$ cat src/rtl/sseg_scan_ctrl_pkg.sv
// -----------------------------------------------------------------------------
// sseg_pkg -- shared types and constants for the seven-segment scan controller.
//
// Contents:
//   scan_state_t : scan FSM state (OFF, BLANK, DRIVE)
//   digit_idx_t  : 2-bit index of the digit currently being scanned
//   SSEG_BLANK   : segment pattern with every segment off (active-low)
// -----------------------------------------------------------------------------
package sseg_pkg;

    typedef enum logic [1:0] {
        OFF   = 2'd0,
        BLANK = 2'd1,
        DRIVE = 2'd2
    } scan_state_t;

    typedef logic [1:0] digit_idx_t;

    localparam logic [6:0] SSEG_BLANK = 7'h7F;

endpackage

$ cat src/rtl/sseg_scan_ctrl_if.sv
// -----------------------------------------------------------------------------
// sseg_scan_ctrl_if -- bundle of the control/data inputs and display outputs of
// the seven-segment scan controller.
//
// Signals:
//   enable      : 1 = scan display, 0 = display dark
//   load        : single-cycle strobe capturing data/dp_in
//   data[15:0]  : four hex digits, [3:0] = digit 0 (rightmost)
//   dp_in[3:0]  : decimal points, 1 = lit, bit i = digit i
//   seg[6:0]    : segments gfedcba, active-low
//   dp          : decimal point, active-low
//   an[3:0]     : anodes, active-low one-hot
//   frame_start : one-cycle pulse at the start of the digit-0 slot
//   pending     : a loaded value is waiting for the next frame boundary
//
// Modports:
//   master : the data path driving the controller
//   slave  : the controller itself
// -----------------------------------------------------------------------------
interface sseg_scan_ctrl_if;

    logic        enable;
    logic        load;
    logic [15:0] data;
    logic [3:0]  dp_in;
    logic [6:0]  seg;
    logic        dp;
    logic [3:0]  an;
    logic        frame_start;
    logic        pending;

    modport master (
        output enable, load, data, dp_in,
        input  seg, dp, an, frame_start, pending
    );

    modport slave (
        input  enable, load, data, dp_in,
        output seg, dp, an, frame_start, pending
    );

endinterface

$ cat src/rtl/sseg_scan_ctrl_hex_dec.sv
// -----------------------------------------------------------------------------
// sseg_hex_dec -- combinational hex digit to seven-segment decoder.
//
// Ports:
//   hex_i[3:0] : hex digit
//   seg_o[6:0] : segments gfedcba, active-low (0 = segment lit)
// -----------------------------------------------------------------------------
module sseg_hex_dec (
    input  logic [3:0] hex_i,
    output logic [6:0] seg_o
);

    always_comb begin
        seg_o = 7'h7F;
        case (hex_i)
            4'h0: seg_o = 7'h40;
            4'h1: seg_o = 7'h79;
            4'h2: seg_o = 7'h24;
            4'h3: seg_o = 7'h30;
            4'h4: seg_o = 7'h19;
            4'h5: seg_o = 7'h12;
            4'h6: seg_o = 7'h02;
            4'h7: seg_o = 7'h78;
            4'h8: seg_o = 7'h00;
            4'h9: seg_o = 7'h18;
            4'hA: seg_o = 7'h08;
            4'hB: seg_o = 7'h03;
            4'hC: seg_o = 7'h46;
            4'hD: seg_o = 7'h21;
            4'hE: seg_o = 7'h06;
            4'hF: seg_o = 7'h0E;
            default: seg_o = 7'h7F;
        endcase
    end

endmodule

$ cat src/rtl/sseg_scan_ctrl.sv
// -----------------------------------------------------------------------------
// sseg_scan_ctrl -- time-multiplexed controller for a 4-digit, common-anode,
// active-low seven-segment display.
//
// A loaded 16-bit value is shown one hex digit at a time. Every digit slot is
// REFRESH_DIV cycles long: BLANK_CYCLES cycles with all anodes off (ghosting
// suppression) followed by the driven portion. New values are staged in a
// pending register and promoted to the display register at the frame boundary
// (first BLANK cycle of digit 0) so a frame never shows a mix of two values.
//
// Parameters:
//   REFRESH_DIV  : clock cycles per digit slot (>= 4)
//   BLANK_CYCLES : blanked cycles at the start of each slot (1 .. REFRESH_DIV-1)
//
// Ports:
//   clk   : system clock
//   reset : synchronous, active-high reset
//   bus   : sseg_scan_ctrl_if.slave (enable, load, data, dp_in in;
//           seg, dp, an, frame_start, pending out)
//
// Build option:
//   SSEG_LZ_BLANK_EN : when defined, digits above the most significant nonzero
//                      digit show all segments off (anode still driven);
//                      digit 0 always shows its value.
// -----------------------------------------------------------------------------
module sseg_scan_ctrl
    import sseg_pkg::*;
#(
    parameter int REFRESH_DIV  = 100000,
    parameter int BLANK_CYCLES = 2
) (
    input  logic             clk,
    input  logic             reset,
    sseg_scan_ctrl_if.slave  bus
);

    localparam int             PW         = (REFRESH_DIV > 1) ? $clog2(REFRESH_DIV) : 1;
    localparam logic [PW-1:0]  PRE_LAST   = PW'(REFRESH_DIV - 1);
    localparam logic [PW-1:0]  BLANK_LAST = PW'(BLANK_CYCLES - 1);

    scan_state_t   state_q, state_d;
    logic [PW-1:0] presc_q, presc_d;
    digit_idx_t    idx_q, idx_d;

    logic [15:0]   disp_data_q;
    logic [3:0]    disp_dp_q;
    logic [15:0]   pend_data_q;
    logic [3:0]    pend_dp_q;
    logic          pending_q;

    logic [6:0]    seg_q;
    logic          dp_q;
    logic [3:0]    an_q;
    logic          fs_q;

    logic          at_boundary;
    logic [3:0]    cur_digit;
    logic [6:0]    dec_seg;
    logic [6:0]    digit_seg;

    // The frame boundary is the cycle in which frame_start is high: the
    // first BLANK cycle of digit 0. Updating the display at the end of this
    // cycle still lands before any anode of the frame is driven.
    assign at_boundary = (state_q == BLANK) && (presc_q == '0) && (idx_q == '0);

    assign cur_digit = disp_data_q[{idx_q, 2'b00} +: 4];

    sseg_hex_dec u_dec (
        .hex_i (cur_digit),
        .seg_o (dec_seg)
    );

`ifdef SSEG_LZ_BLANK_EN
    // lz_blank[i]: digit i and every digit above it are zero.
    logic [3:0] lz_blank;

    always_comb begin
        lz_blank    = 4'b0000;
        lz_blank[3] = (disp_data_q[15:12] == 4'h0);
        lz_blank[2] = lz_blank[3] && (disp_data_q[11:8] == 4'h0);
        lz_blank[1] = lz_blank[2] && (disp_data_q[7:4] == 4'h0);
    end

    assign digit_seg = lz_blank[idx_q] ? SSEG_BLANK : dec_seg;
`else
    assign digit_seg = dec_seg;
`endif

    always_comb begin
        state_d = state_q;
        presc_d = presc_q;
        idx_d   = idx_q;
        if (!bus.enable) begin
            state_d = OFF;
            presc_d = '0;
            idx_d   = '0;
        end else begin
            case (state_q)
                OFF: begin
                    state_d = BLANK;
                    presc_d = '0;
                    idx_d   = '0;
                end
                BLANK: begin
                    presc_d = presc_q + 1'b1;
                    if (presc_q == BLANK_LAST) begin
                        state_d = DRIVE;
                    end
                end
                DRIVE: begin
                    if (presc_q == PRE_LAST) begin
                        state_d = BLANK;
                        presc_d = '0;
                        idx_d   = idx_q + 2'd1;
                    end else begin
                        presc_d = presc_q + 1'b1;
                    end
                end
                default: begin
                    state_d = OFF;
                    presc_d = '0;
                    idx_d   = '0;
                end
            endcase
        end
    end

    always_ff @(posedge clk) begin
        if (reset) begin
            state_q     <= OFF;
            presc_q     <= '0;
            idx_q       <= '0;
            disp_data_q <= '0;
            disp_dp_q   <= '0;
            pend_data_q <= '0;
            pend_dp_q   <= '0;
            pending_q   <= 1'b0;
            seg_q       <= SSEG_BLANK;
            dp_q        <= 1'b1;
            an_q        <= 4'hF;
            fs_q        <= 1'b0;
        end else begin
            state_q <= state_d;
            presc_q <= presc_d;
            idx_q   <= idx_d;
            fs_q    <= (state_d == BLANK) && (presc_d == '0) && (idx_d == '0);

            // A load while OFF also drops any stale pending value so it can
            // not overwrite this newer data at the next boundary.
            if (bus.load && ((state_q == OFF) || at_boundary)) begin
                disp_data_q <= bus.data;
                disp_dp_q   <= bus.dp_in;
                pending_q   <= 1'b0;
            end else if (at_boundary && pending_q) begin
                disp_data_q <= pend_data_q;
                disp_dp_q   <= pend_dp_q;
                pending_q   <= 1'b0;
            end else if (bus.load) begin
                pend_data_q <= bus.data;
                pend_dp_q   <= bus.dp_in;
                pending_q   <= 1'b1;
            end

            // Display pins follow the current state one cycle late, except
            // that dropping enable darkens them on the very next edge.
            if ((state_d == OFF) || (state_q != DRIVE)) begin
                an_q  <= 4'hF;
                seg_q <= SSEG_BLANK;
                dp_q  <= 1'b1;
            end else begin
                an_q  <= ~(4'b0001 << idx_q);
                seg_q <= digit_seg;
                dp_q  <= ~disp_dp_q[idx_q];
            end
        end
    end

    assign bus.seg         = seg_q;
    assign bus.dp          = dp_q;
    assign bus.an          = an_q;
    assign bus.frame_start = fs_q;
    assign bus.pending     = pending_q;

endmodule
$ cat src/flat_wrapper.sv
// flat-port wrapper written by rule: the top's interface ports become plain ports
module sseg_scan_ctrl_flat import sseg_pkg::*;
#(
    parameter int REFRESH_DIV  = 100000,
    parameter int BLANK_CYCLES = 2
)
  (clk, reset, bus_enable, bus_load, bus_data, bus_dp_in, bus_seg, bus_dp, bus_an, bus_frame_start, bus_pending);
  sseg_scan_ctrl_if bus_i ();
  input  logic clk;
  input  logic reset;
  input wire logic [$bits(bus_i.enable)-1:0] bus_enable;
  input wire logic [$bits(bus_i.load)-1:0] bus_load;
  input wire logic [$bits(bus_i.data)-1:0] bus_data;
  input wire logic [$bits(bus_i.dp_in)-1:0] bus_dp_in;
  output wire logic [$bits(bus_i.seg)-1:0] bus_seg;
  output wire logic [$bits(bus_i.dp)-1:0] bus_dp;
  output wire logic [$bits(bus_i.an)-1:0] bus_an;
  output wire logic [$bits(bus_i.frame_start)-1:0] bus_frame_start;
  output wire logic [$bits(bus_i.pending)-1:0] bus_pending;
  assign bus_i.enable = bus_enable;
  assign bus_i.load = bus_load;
  assign bus_i.data = bus_data;
  assign bus_i.dp_in = bus_dp_in;
  assign bus_seg = bus_i.seg;
  assign bus_dp = bus_i.dp;
  assign bus_an = bus_i.an;
  assign bus_frame_start = bus_i.frame_start;
  assign bus_pending = bus_i.pending;
  sseg_scan_ctrl #(.REFRESH_DIV(REFRESH_DIV), .BLANK_CYCLES(BLANK_CYCLES)) u_core (.clk(clk), .reset(reset), .bus(bus_i));
endmodule
$ cat config.mk
export PLATFORM = sky130hd
export DESIGN_NAME = sseg_scan_ctrl_flat
export DESIGN_NICKNAME = d
export VERILOG_FILES = /design/src/rtl/sseg_scan_ctrl_pkg.sv /design/src/rtl/sseg_scan_ctrl_if.sv /design/src/rtl/sseg_scan_ctrl_hex_dec.sv /design/src/rtl/sseg_scan_ctrl.sv /design/src/flat_wrapper.sv
export SDC_FILE = /design/constraint.sdc
export NUM_CORES = 1
export LEC_CHECK = 0
export CORE_ASPECT_RATIO = 0.5
export CORE_MARGIN = 3
export CORE_UTILIZATION = 40
export CTS_CLUSTER_SIZE = 28
export DETAILED_ROUTE_END_ITERATION = 7
export GPL_TIMING_DRIVEN = 0
export RECOVER_POWER = 100
export SLEW_MARGIN = 20
export SYNTH_ARGS = -nofsm -noshare
export SYNTH_HDL_FRONTEND = slang
export SYNTH_SLANG_ARGS = --single-unit
$ cat constraint.sdc
create_clock -name clk -period 3.6 [get_ports clk]
set_input_delay 0.72 -clock clk [delete_from_list [all_inputs] [get_ports clk]]
set_output_delay 0.72 -clock clk [all_outputs]
set_load 0.05 [all_outputs]
Word level (Yosys, flattened, before mapping)
Memory sizes are Yosys's and may differ from the RTL's. A register that Yosys moved wholly into a read port is not among the register bits.
Index checks and enable logic that the tools add are counted.
{ "totals": {"out_inout_bits": 14, "ff_bits": 68, "word_cells": 61, "mem_bits_ro": 112, "mem_count": 1} }
{ "mem_list": {"columns": ["memory", "words", "word_bits", "rd", "rd_ports_with_merged_regs", "wr", "line_no", "source"], "rows": [
  ["(no name shown)", 16, 7, 1, 1, 0, "sseg_scan_ctrl_hex_dec.sv:15", "case (hex_i)"]
]} }
{ "classes": {"addsub": 2, "shift": 2, "eq_ne": 6, "n_reduce_logical": 18, "n_mux": 16, "bitwise": 4, "order_cmp": 1} }
{ "ops": {"columns": ["op", "count"], "rows": [
  ["$logic_not A17 Y1", 2],
  ["$mux W17", 2],
  ["$pmux W17 S2", 1],
  ["$mux W16", 2],
  ["$add A17 B1 Y17 const B", 1],
  ["$eq A17 B1 Y1 const B", 1],
  ["$eq A17 B17 Y1 const B", 1],
  ["$shiftx A16 B5 Y4", 1],
  ["$mux W2", 5],
  ["$logic_not A2 Y1", 4],
  ["$mux W4", 2],
  ["$logic_and A1 B1 Y1", 6],
  ["$pmux W2 S3", 1],
  ["$eq A2 B1 Y1 const B", 2],
  ["$not A4 Y4", 1],
  ["$pmux W2 S2", 1],
  ["$shl A1 B2 Y4 const A", 1],
  ["$lt A2 B3 Y1 const B", 1],
  ["$not A1 Y1", 3],
  ["$reduce_and A3 Y1", 1],
  ["$reduce_or A3 Y1", 1],
  ["$add A2 B1 Y2 const B", 1],
  ["$bmux W1 S2", 1],
  ["$eq A2 B2 Y1 const B", 1],
  ["other kinds (5)", 6]
]} }

Logic depth before layout (Yosys ltp)
Gate-level depths: netlist of run 1.
{ "logic_depth": {"depth_word": 7, "ltp_mapped": 10, "ltp_nobuf": 8} }

Modules after synthesis
Synthesis of run 1 repeated with hierarchy kept, for this count alone.
{ "unflattened": {"cells_unflattened": 413, "hier_area_um2": 3865.0} }
{ "by_module_without_submodules": {"columns": ["mod", "n_inst", "area_each_um2", "cells_each", "seq_area_each_um2"], "rows": [
  ["sseg_scan_ctrl", 1, 3609.7, 379, 1501.4],
  ["sseg_hex_dec", 1, 255.2, 34, 0.0]
]} }

Worst setup path before layout of run 1
OpenSTA, ideal clock, no wires.
{ "synth_timing": {"path_type": "reg-to-reg", "start": "register u_core.idx_q[1]", "end": "register u_core.pend_data_q[0]", "synth_period_minus_slack_ps": 1977, "t_arrival_ps": 1849, "setup_slack_ps": 1623, "stages_incl_launch_ff": 11, "setup_time_ps": 128, "path_cell_list": "dfxtp_1 clkbuf_1 inv_1 ha_1 nand3_1 nor3_2 or3b_1 buf_2 buf_6 mux2i_1 nor2_1"} }
{ "synth_via": {"elab_chain_len": 6} }
{ "synth_rtl": {"columns": ["element", "line_no", "source"], "rows": [
  ["start, declared", "sseg_scan_ctrl.sv:43", "digit_idx_t idx_q, idx_d;"],
  ["start signal, assigned", "sseg_scan_ctrl.sv:145", "idx_q <= idx_d;"],
  ["$logic_not A2 Y1 *", "sseg_scan_ctrl.sv:64", "assign at_boundary = (state_q == BLANK) && (presc_q == '0) && (idx_q == '0);"],
  ["$logic_and A1 B1 Y1 *", "sseg_scan_ctrl.sv:64", null],
  ["$logic_or A1 B1 Y1", "sseg_scan_ctrl.sv:150", "if (bus.load && ((state_q == OFF) || at_boundary)) begin"],
  ["$logic_and A1 B1 Y1", "sseg_scan_ctrl.sv:150", null],
  ["$not A1 Y1 (no line)", null, null],
  ["$reduce_and A3 Y1 (no line) *", null, null],
  ["end signal, assigned", "sseg_scan_ctrl.sv:159", "pend_data_q <= bus.data;"],
  ["end, declared", "sseg_scan_ctrl.sv:47", "logic [15:0] pend_data_q;"]
]} }
Every way passes the cells marked *; elsewhere a longest branch is shown, timed or not.
A chain may end at the register's enable or synchronous reset.

Final worst setup path of run 1
{ "layout_timing": {"start": "register u_core.presc_q[1]", "end": "register u_core.presc_q[11]"} }
{ "layout_via": {"elab_chain_len": 4} }
{ "layout_rtl": {"columns": ["element", "line_no", "source"], "rows": [
  ["start, declared", "sseg_scan_ctrl.sv:42", "logic [PW-1:0] presc_q, presc_d;"],
  ["start signal, assigned", "sseg_scan_ctrl.sv:144", "presc_q <= presc_d;"],
  ["$add A17 B1 Y17 / $eq A17 B17 Y1 (equally long branches)", "sseg_scan_ctrl.sv:105, sseg_scan_ctrl.sv:116, sseg_scan_ctrl.sv:111", null],
  ["$mux W17", "sseg_scan_ctrl.sv:111", "if (presc_q == PRE_LAST) begin"],
  ["$pmux W17 S2 *", "sseg_scan_ctrl.sv:98", "case (state_q)"],
  ["$mux W17 *", "sseg_scan_ctrl.sv:93", "if (!bus.enable) begin"]
]} }
Marks and branches as above.

==> impl_metrics.toml, run 1 <==
[run_status]
status = "finished clean"

[job]
cap_viol_max_count = 0

[critical_path]
startpoint_type = "register"
critPathRequiredTime_ns = 3.80
path_cells = "ha_1, nand3_1, or3_1, o21ai_0, a211o_1, clkbuf_1, clkbuf_1, nor2_1"
crit_type = "reg -> reg"
slowest_stage = "dfxtp_1"
critPathMaxFanout = 10
startpoint = "u_core.presc_q[1]$_SDFF_PP0_"
r2r_cells = 8
r2r_start = "u_core.presc_q[1]$_SDFF_PP0_"
cp-end-kind = "register"
worstPathArrival_ns = 3.01
cpPeakStageDelay_ns = 0.48
crit_top_cell = "clkbuf_1"
reg2reg_slack_ns = 0.79

[cells_and_area]
finish.net_count = 501
final_cells = 582
antenna_cells = 0
area_growth_pct = 21.1
fill_cells = 860
design_area_um2 = 4610
drive_gt1_share_pct = 9.03

[routing]
viasPerCell = 5.22
ant_nets = 0
drtIter0Drc = 174
drc = 0
dr.pass1.iters = 4
finalWirelength_mm = 8.35
vias = 3039
wl_per_cell_um = 14.3

[die]
die_x_um = 144
design.die.area_um2 = 10800
row_count = 24
start_util_pct = 42.4
io_pins = 38
core_area_um2 = 8980
chipHeight_um = 75

[worst_hold_path]
hold_class = "reg -> reg"
min_path_cells = 2
hold_path_startpoint = "u_core.pend_data_q[4]$_SDFFE_PP0P_"

[yosys]
synth_flop_cell = "dfxtp_1"
synth-edff-count = 0
synth.distinct_cells = 54
synth_seq_area_share_pct = 39.4
syn_area_um2 = 3810
syn_area_per_cell_um2 = 9.20
synth-async-reset-ratio_pct = 0
yosys_warnings = 0
netlist_instances = 414
syn_nets = 454
ys_seq_elements = 75

[timing]
slew_headroom_pct = 46.9
tightest_slew_ns = 0.797
finClkSkew_ns = 0.00830
setup_violations = 0
final.period_utilization_pct = 77.9
slew_viol_final = 0
fmax_mhz = 356
fin_tns_setup_ns = 0
finalHoldViolations = 0
timing.final.crit_period_ns = 2.81
rsz0062_at_grt = "no"

[clocking]
cts_made_buffers = 9
clk_latency_ns = 0.33
cts_tree = "built"
h-tree-depth = 3
cts.sinks = 75
ctsResizeCount = 0
clockBufferDepth = 2
ctsHoldBuffers = 0
cts_setup_buffers = 0
clk_pin_slew_worst_paths_ns = 0.06
root_buffer = "clkbuf_16"

[pwr]
irDropWorstVdd_mv = 0.234
power_uw = 2050
p_leak_uw = 0.00187
powerDensity_nw_per_um2 = 446

[place]
place_hpwl_mm = 5.99
portBuffers = 36
dp.cells = 567
gp_congestion = 0.836
place_area_um2 = 4320

[grt]
grt_remaining_overflow = 0
antenna_found_initial = 0
grt_pass1_vias = 2760
grt_max_degree = 14
track_usage_pct = 16.5
grt_pass1_wl_mm = 13.8
## path summary, 6_finish.rpt
kind / end
setup reg to reg: u_core.presc_q[11]$_SDFF_PP0_
hold reg to reg: u_core.pend_data_q[4]$_SDFFE_PP0P_
setup / recovery: u_core.presc_q[11]$_SDFF_PP0_
hold / removal: u_core.pend_data_q[4]$_SDFFE_PP0P_
## per-stage QoR
step	utilization, %	worst slack [ns]	hold slack (ns)
2_1_floorplan	-	1.62	0.456
3_3_place_gp	48.1	1.12	0.475
3_5_place_dp	48.1	1.10	0.487
4_1_cts	51.9	1.06	0.501
5_1_grt	51.4	0.557	0.530
6_report	51.4	0.794	0.497
## final cells by class
type	count	area [um^2]	share of cell area, %
Tap cell	117	146	3.18
Inverter	14	52.6	1.14
Timing Repair Buffer	36	360	7.82
Clock buffer	9	225	4.88
Sequential cell	75	1500	32.6
Clock inverter	6	115	2.50
Buffer	27	124	2.69
Multi-Input combinational cell	298	2090	45.2
## cells in the final DEF (no fill, tap or decap), drive strengths merged, types with 14 or more instances in the layout
cell and count:
dfxtp 75, nand2 34, nand3 14, mux2i 43, dlygate4sd3 14, a211oi 20
clkbuf 25, ha 16, inv 14, clkdlybuf4s50 22, nor2 64
## cell usage after synthesis, types with 2 or more instances
library cell,n,share of area [%]
mux4_2,4,2.4
o221ai_1,3,0.69
and2_1,5,0.82
nor4_4,2,1.1
or3_1,4,0.66
buf_6,4,1.2
o31ai_1,2,0.39
nand2_1,33,3.3
nor3_2,2,0.53
o21ai_0,6,0.79
buf_4,2,0.39
nor3_1,9,1.2
xor2_1,10,2.3
dfxtp_1,75,39
buf_2,11,1.4
a31oi_1,2,0.33
nor2_1,64,6.3
nand4_1,8,1.3
a21oi_1,8,1.1
clkbuf_1,10,0.99
nor3b_1,2,0.39
a211oi_1,20,3.9
mux2i_1,43,11
o211ai_1,3,0.59
inv_1,14,1.4
ha_1,16,5.3
nand3_1,13,1.7
nor4_1,3,0.49
mux2_2,3,0.89
xnor2_1,8,1.8
o21ai_1,2,0.26
## sequential cells by signal, summed over array words and instances (netlist names)
register,cells
u_core.bus.pending,1
u_core.state_q,2
u_core.bus.an,4
u_core.pend_dp_q,4
u_core.disp_dp_q,4
u_core.pend_data_q,16
u_core.idx_q,2
u_core.bus.seg,7
u_core.bus.dp,1
u_core.presc_q,17
u_core.disp_data_q,16
u_core.bus.frame_start,1
## cells by family (layout without fill, tap and decap cells)
| logic type | after synthesis | after routing | share of synthesized area, % |
|---|---|---|---|
| fa+ha+maj | 16 | 16 | 5.26 |
| compound gates | 62 | 62 | 12.2 |
| mux | 50 | 50 | 14.6 |
| simple gates | 152 | 152 | 19.1 |
| xor+xnor | 18 | 18 | 4.14 |
| flops | 75 | 75 | 39.4 |
| buf+inv | 41 | 92 | 5.39 |
## report_power, final
group | switching (uW) | internal, uW | total [uW]
logic | 86.4 | 73.6 | 160
registers | 15.5 | 857 | 873
clock network | 346 | 675 | 1020
total | 448 | 1610 | 2050
## worst max-delay path, delay by kind of cell, from the launching register on
kind | cells | cell delay, ns
buffers and inverters | 2 | 0.74
and+or+nand+nor | 3 | 0.63
AOI/OAI and AO/OA | 2 | 0.49
DFF | 1 | 0.48
adders and majority gates | 1 | 0.33
## per-layer routing
| layer | routed length (um) | vias up | track usage (%) |
|---|---|---|---|
| li1 | - | 1559 | - |
| met1 | 4270 | 1405 | 23.2 |
| met2 | 3610 | 64 | 24.7 |
| met3 | 364 | 11 | 5.33 |
| met4 | 101 | 0 | 4.38 |
| met5 | 0 | - | 0 |
(Power assumes the default switching activity.)
==> run 2, diff against run 1 <==
==> constraint.sdc (replaced) <==
create_clock -name clk -period 2.5 [get_ports clk]
set_input_delay 0.5 -clock clk [delete_from_list [all_inputs] [get_ports clk]]
set_output_delay 0.5 -clock clk [all_outputs]
set_load 0.05 [all_outputs]
==> impl_metrics.toml, run 2 (same netlist as run 1, synthesis figures left out) <==
[run_status]
status = "finished clean"

[pwr]
power_switching_uw = 647
power_frac_clock_pct = 49.7
power_frac_seq_pct = 42.4
swShare_pct = 21.8
p_int_uw = 2310
powerDensity_nw_per_um2 = 638
p_comb_share_pct = 7.9
power_uw = 2960
irDropWorstVdd_mv = 0.332
p_leak_uw = 0.00190

[critical_path]
startpoint = "u_core.presc_q[1]$_SDFF_PP0_"
critPathBufInv = 1
cp_top_family = "simple AND/OR/NAND/NOR gates"
crit_type = "reg -> reg"
critPathRequiredTime_ns = 2.69
cpPeakStageDelay_ns = 0.48
critPathMaxFanout = 10
worstPathArrival_ns = 2.51
crit_top_cell = "nand3_1"
cp-end-kind = "register"
slowest_stage = "dfxtp_1"
r2r_start = "u_core.presc_q[1]$_SDFF_PP0_"
startpoint_type = "register"
path_cells = "ha_2, nand3_1, nor3_1, nand3_1, nand3_1, o211a_1, buf_2, o221ai_1"

[clocking]
h-tree-depth = 3
clk_pin_slew_worst_paths_ns = 0.06
ctsHoldBuffers = 0
cts.sinks = 75
cts_setup_buffers = 0
ctsResizeCount = 1
root_buffer = "clkbuf_16"
cts_tree = "built"
cts_made_buffers = 9
clk_latency_ns = 0.33
clockBufferDepth = 2

[die]
chipHeight_um = 75
row_count = 24
die_x_um = 144
design.die.area_um2 = 10800
io_pins = 38
start_util_pct = 42.4
core_area_um2 = 8980

[grt]
antenna_found_initial = 0
track_usage_pct = 16.5
grt_pass1_wl_mm = 13.8
grt_pass1_vias = 2760
grt_max_degree = 14
grt_remaining_overflow = 0

[routing]
wl_per_cell_um = 14.4
drc = 0
drtIter0Drc = 187
finalWirelength_mm = 8.38
vias = 3042
viasPerCell = 5.23
ant_nets = 0
dr.pass1.iters = 4

[place]
place_hpwl_mm = 5.99
place_area_um2 = 4320
portBuffers = 36
gp_congestion = 0.836
place_worst_setup_slack_ns = -0.00360

[cells_and_area]
final_common_cell = "dfxtp_1"
reg.largest.list = "u_core.presc_q: 17 flops, u_core.disp_data_q: 16 flops, u_core.pend_data_q: 16 flops"
largest_reg_flops = 17
design_area_um2 = 4640
fill_cells = 854
area_growth_pct = 21.9
regMostFlops = "u_core.presc_q"
finish.net_count = 501
antenna_cells = 0
drive_gt1_share_pct = 11.4
final_cell_mix = "75 x dfxtp_1, 64 x nor2_1, 43 x mux2i_1"

[job]
cap_viol_max_count = 0

[timing]
tightest_slew_ns = 0.510
finalHoldViolations = 0
fmax_mhz = 432
fin_tns_setup_ns = 0
timing.final.crit_period_ns = 2.32
slew_viol_final = 0
setup_violations = 0
rsz0062_at_grt = "no"
slew_headroom_pct = 65.9
finClkSkew_ns = 0.00881
final.period_utilization_pct = 92.7
setup_ws_ns = 0.184

[worst_hold_path]
hold_class = "reg -> reg"
hold_path_startpoint = "u_core.pend_data_q[4]$_SDFFE_PP0P_"
run 2: power by group through the flow:
stage          Combinational (uW)  Sequential (uW)  Clock, uW
5_1_grt                       259             1260       1560
4_1_cts                       236             1260       1500
6_report                      233             1260       1470
2_1_floorplan                 148             1280          0
3_3_place_gp                  234             1280          0
3_5_place_dp                  234             1280          0
run 2: cell type report:
type	count	area, um^2	share of cell area (%)
Sequential cell	75	1500	32.3
Timing Repair Buffer	36	360	7.76
Multi-Input combinational cell	298	2100	45.1
Clock buffer	9	225	4.85
Inverter	14	52.6	1.13
Buffer	27	145	3.13
Clock inverter	6	115	2.48
Tap cell	117	146	3.15
run 2: worst min-delay path, delay by kind of cell (launching register included):
kind	cells	cell delay, ns
and+or+nand+nor	1	0.07
DFF	1	0.33
muxes	1	0.07
run 2: per-layer routing:
| metal | wire length (um) | GRT usage [%] | vias to the layer above |
|---|---|---|---|
| met3 | 367 | 5.33 | 9 |
| met2 | 3650 | 24.7 | 54 |
| met5 | 0 | 0 | - |
| met4 | 85 | 4.38 | 0 |
| li1 | - | - | 1563 |
| met1 | 4280 | 23.2 | 1416 |
run 2: path summary, 6_finish.rpt:
kind / end / slack (ns) / cells after the start
min: u_core.pend_data_q[4]$_SDFFE_PP0P_ / 0.50 / 2
max: u_core.bus.seg[6]$_SDFF_PP1_ / 0.18 / 8
max reg2reg: u_core.bus.seg[6]$_SDFF_PP1_ / 0.18 / 8
min reg2reg: u_core.pend_data_q[4]$_SDFFE_PP0P_ / 0.50 / 2
run 2: per-stage QoR:
stage | utilization [%] | cells | hold slack [ns]
after global routing | 51.7 | 582 | 0.529
after floorplan | - | 414 | 0.456
after global placement | 48.1 | 567 | 0.475
after detailed placement | 48.1 | 567 | 0.487
after CTS | 51.9 | 582 | 0.501
final | 51.7 | 582 | 0.496
==> run 3, diff against run 2 <==
--- a/config.mk
+++ b/config.mk
@@ -5,6 +5,7 @@
 export SDC_FILE = /design/constraint.sdc
 export NUM_CORES = 1
 export LEC_CHECK = 0
+export CAP_MARGIN = 20
 export CORE_ASPECT_RATIO = 0.5
 export CORE_MARGIN = 3
 export CORE_UTILIZATION = 40
==> results of run 3 <==
No change in the layout: final DEF, timing and power equal those of run 2.
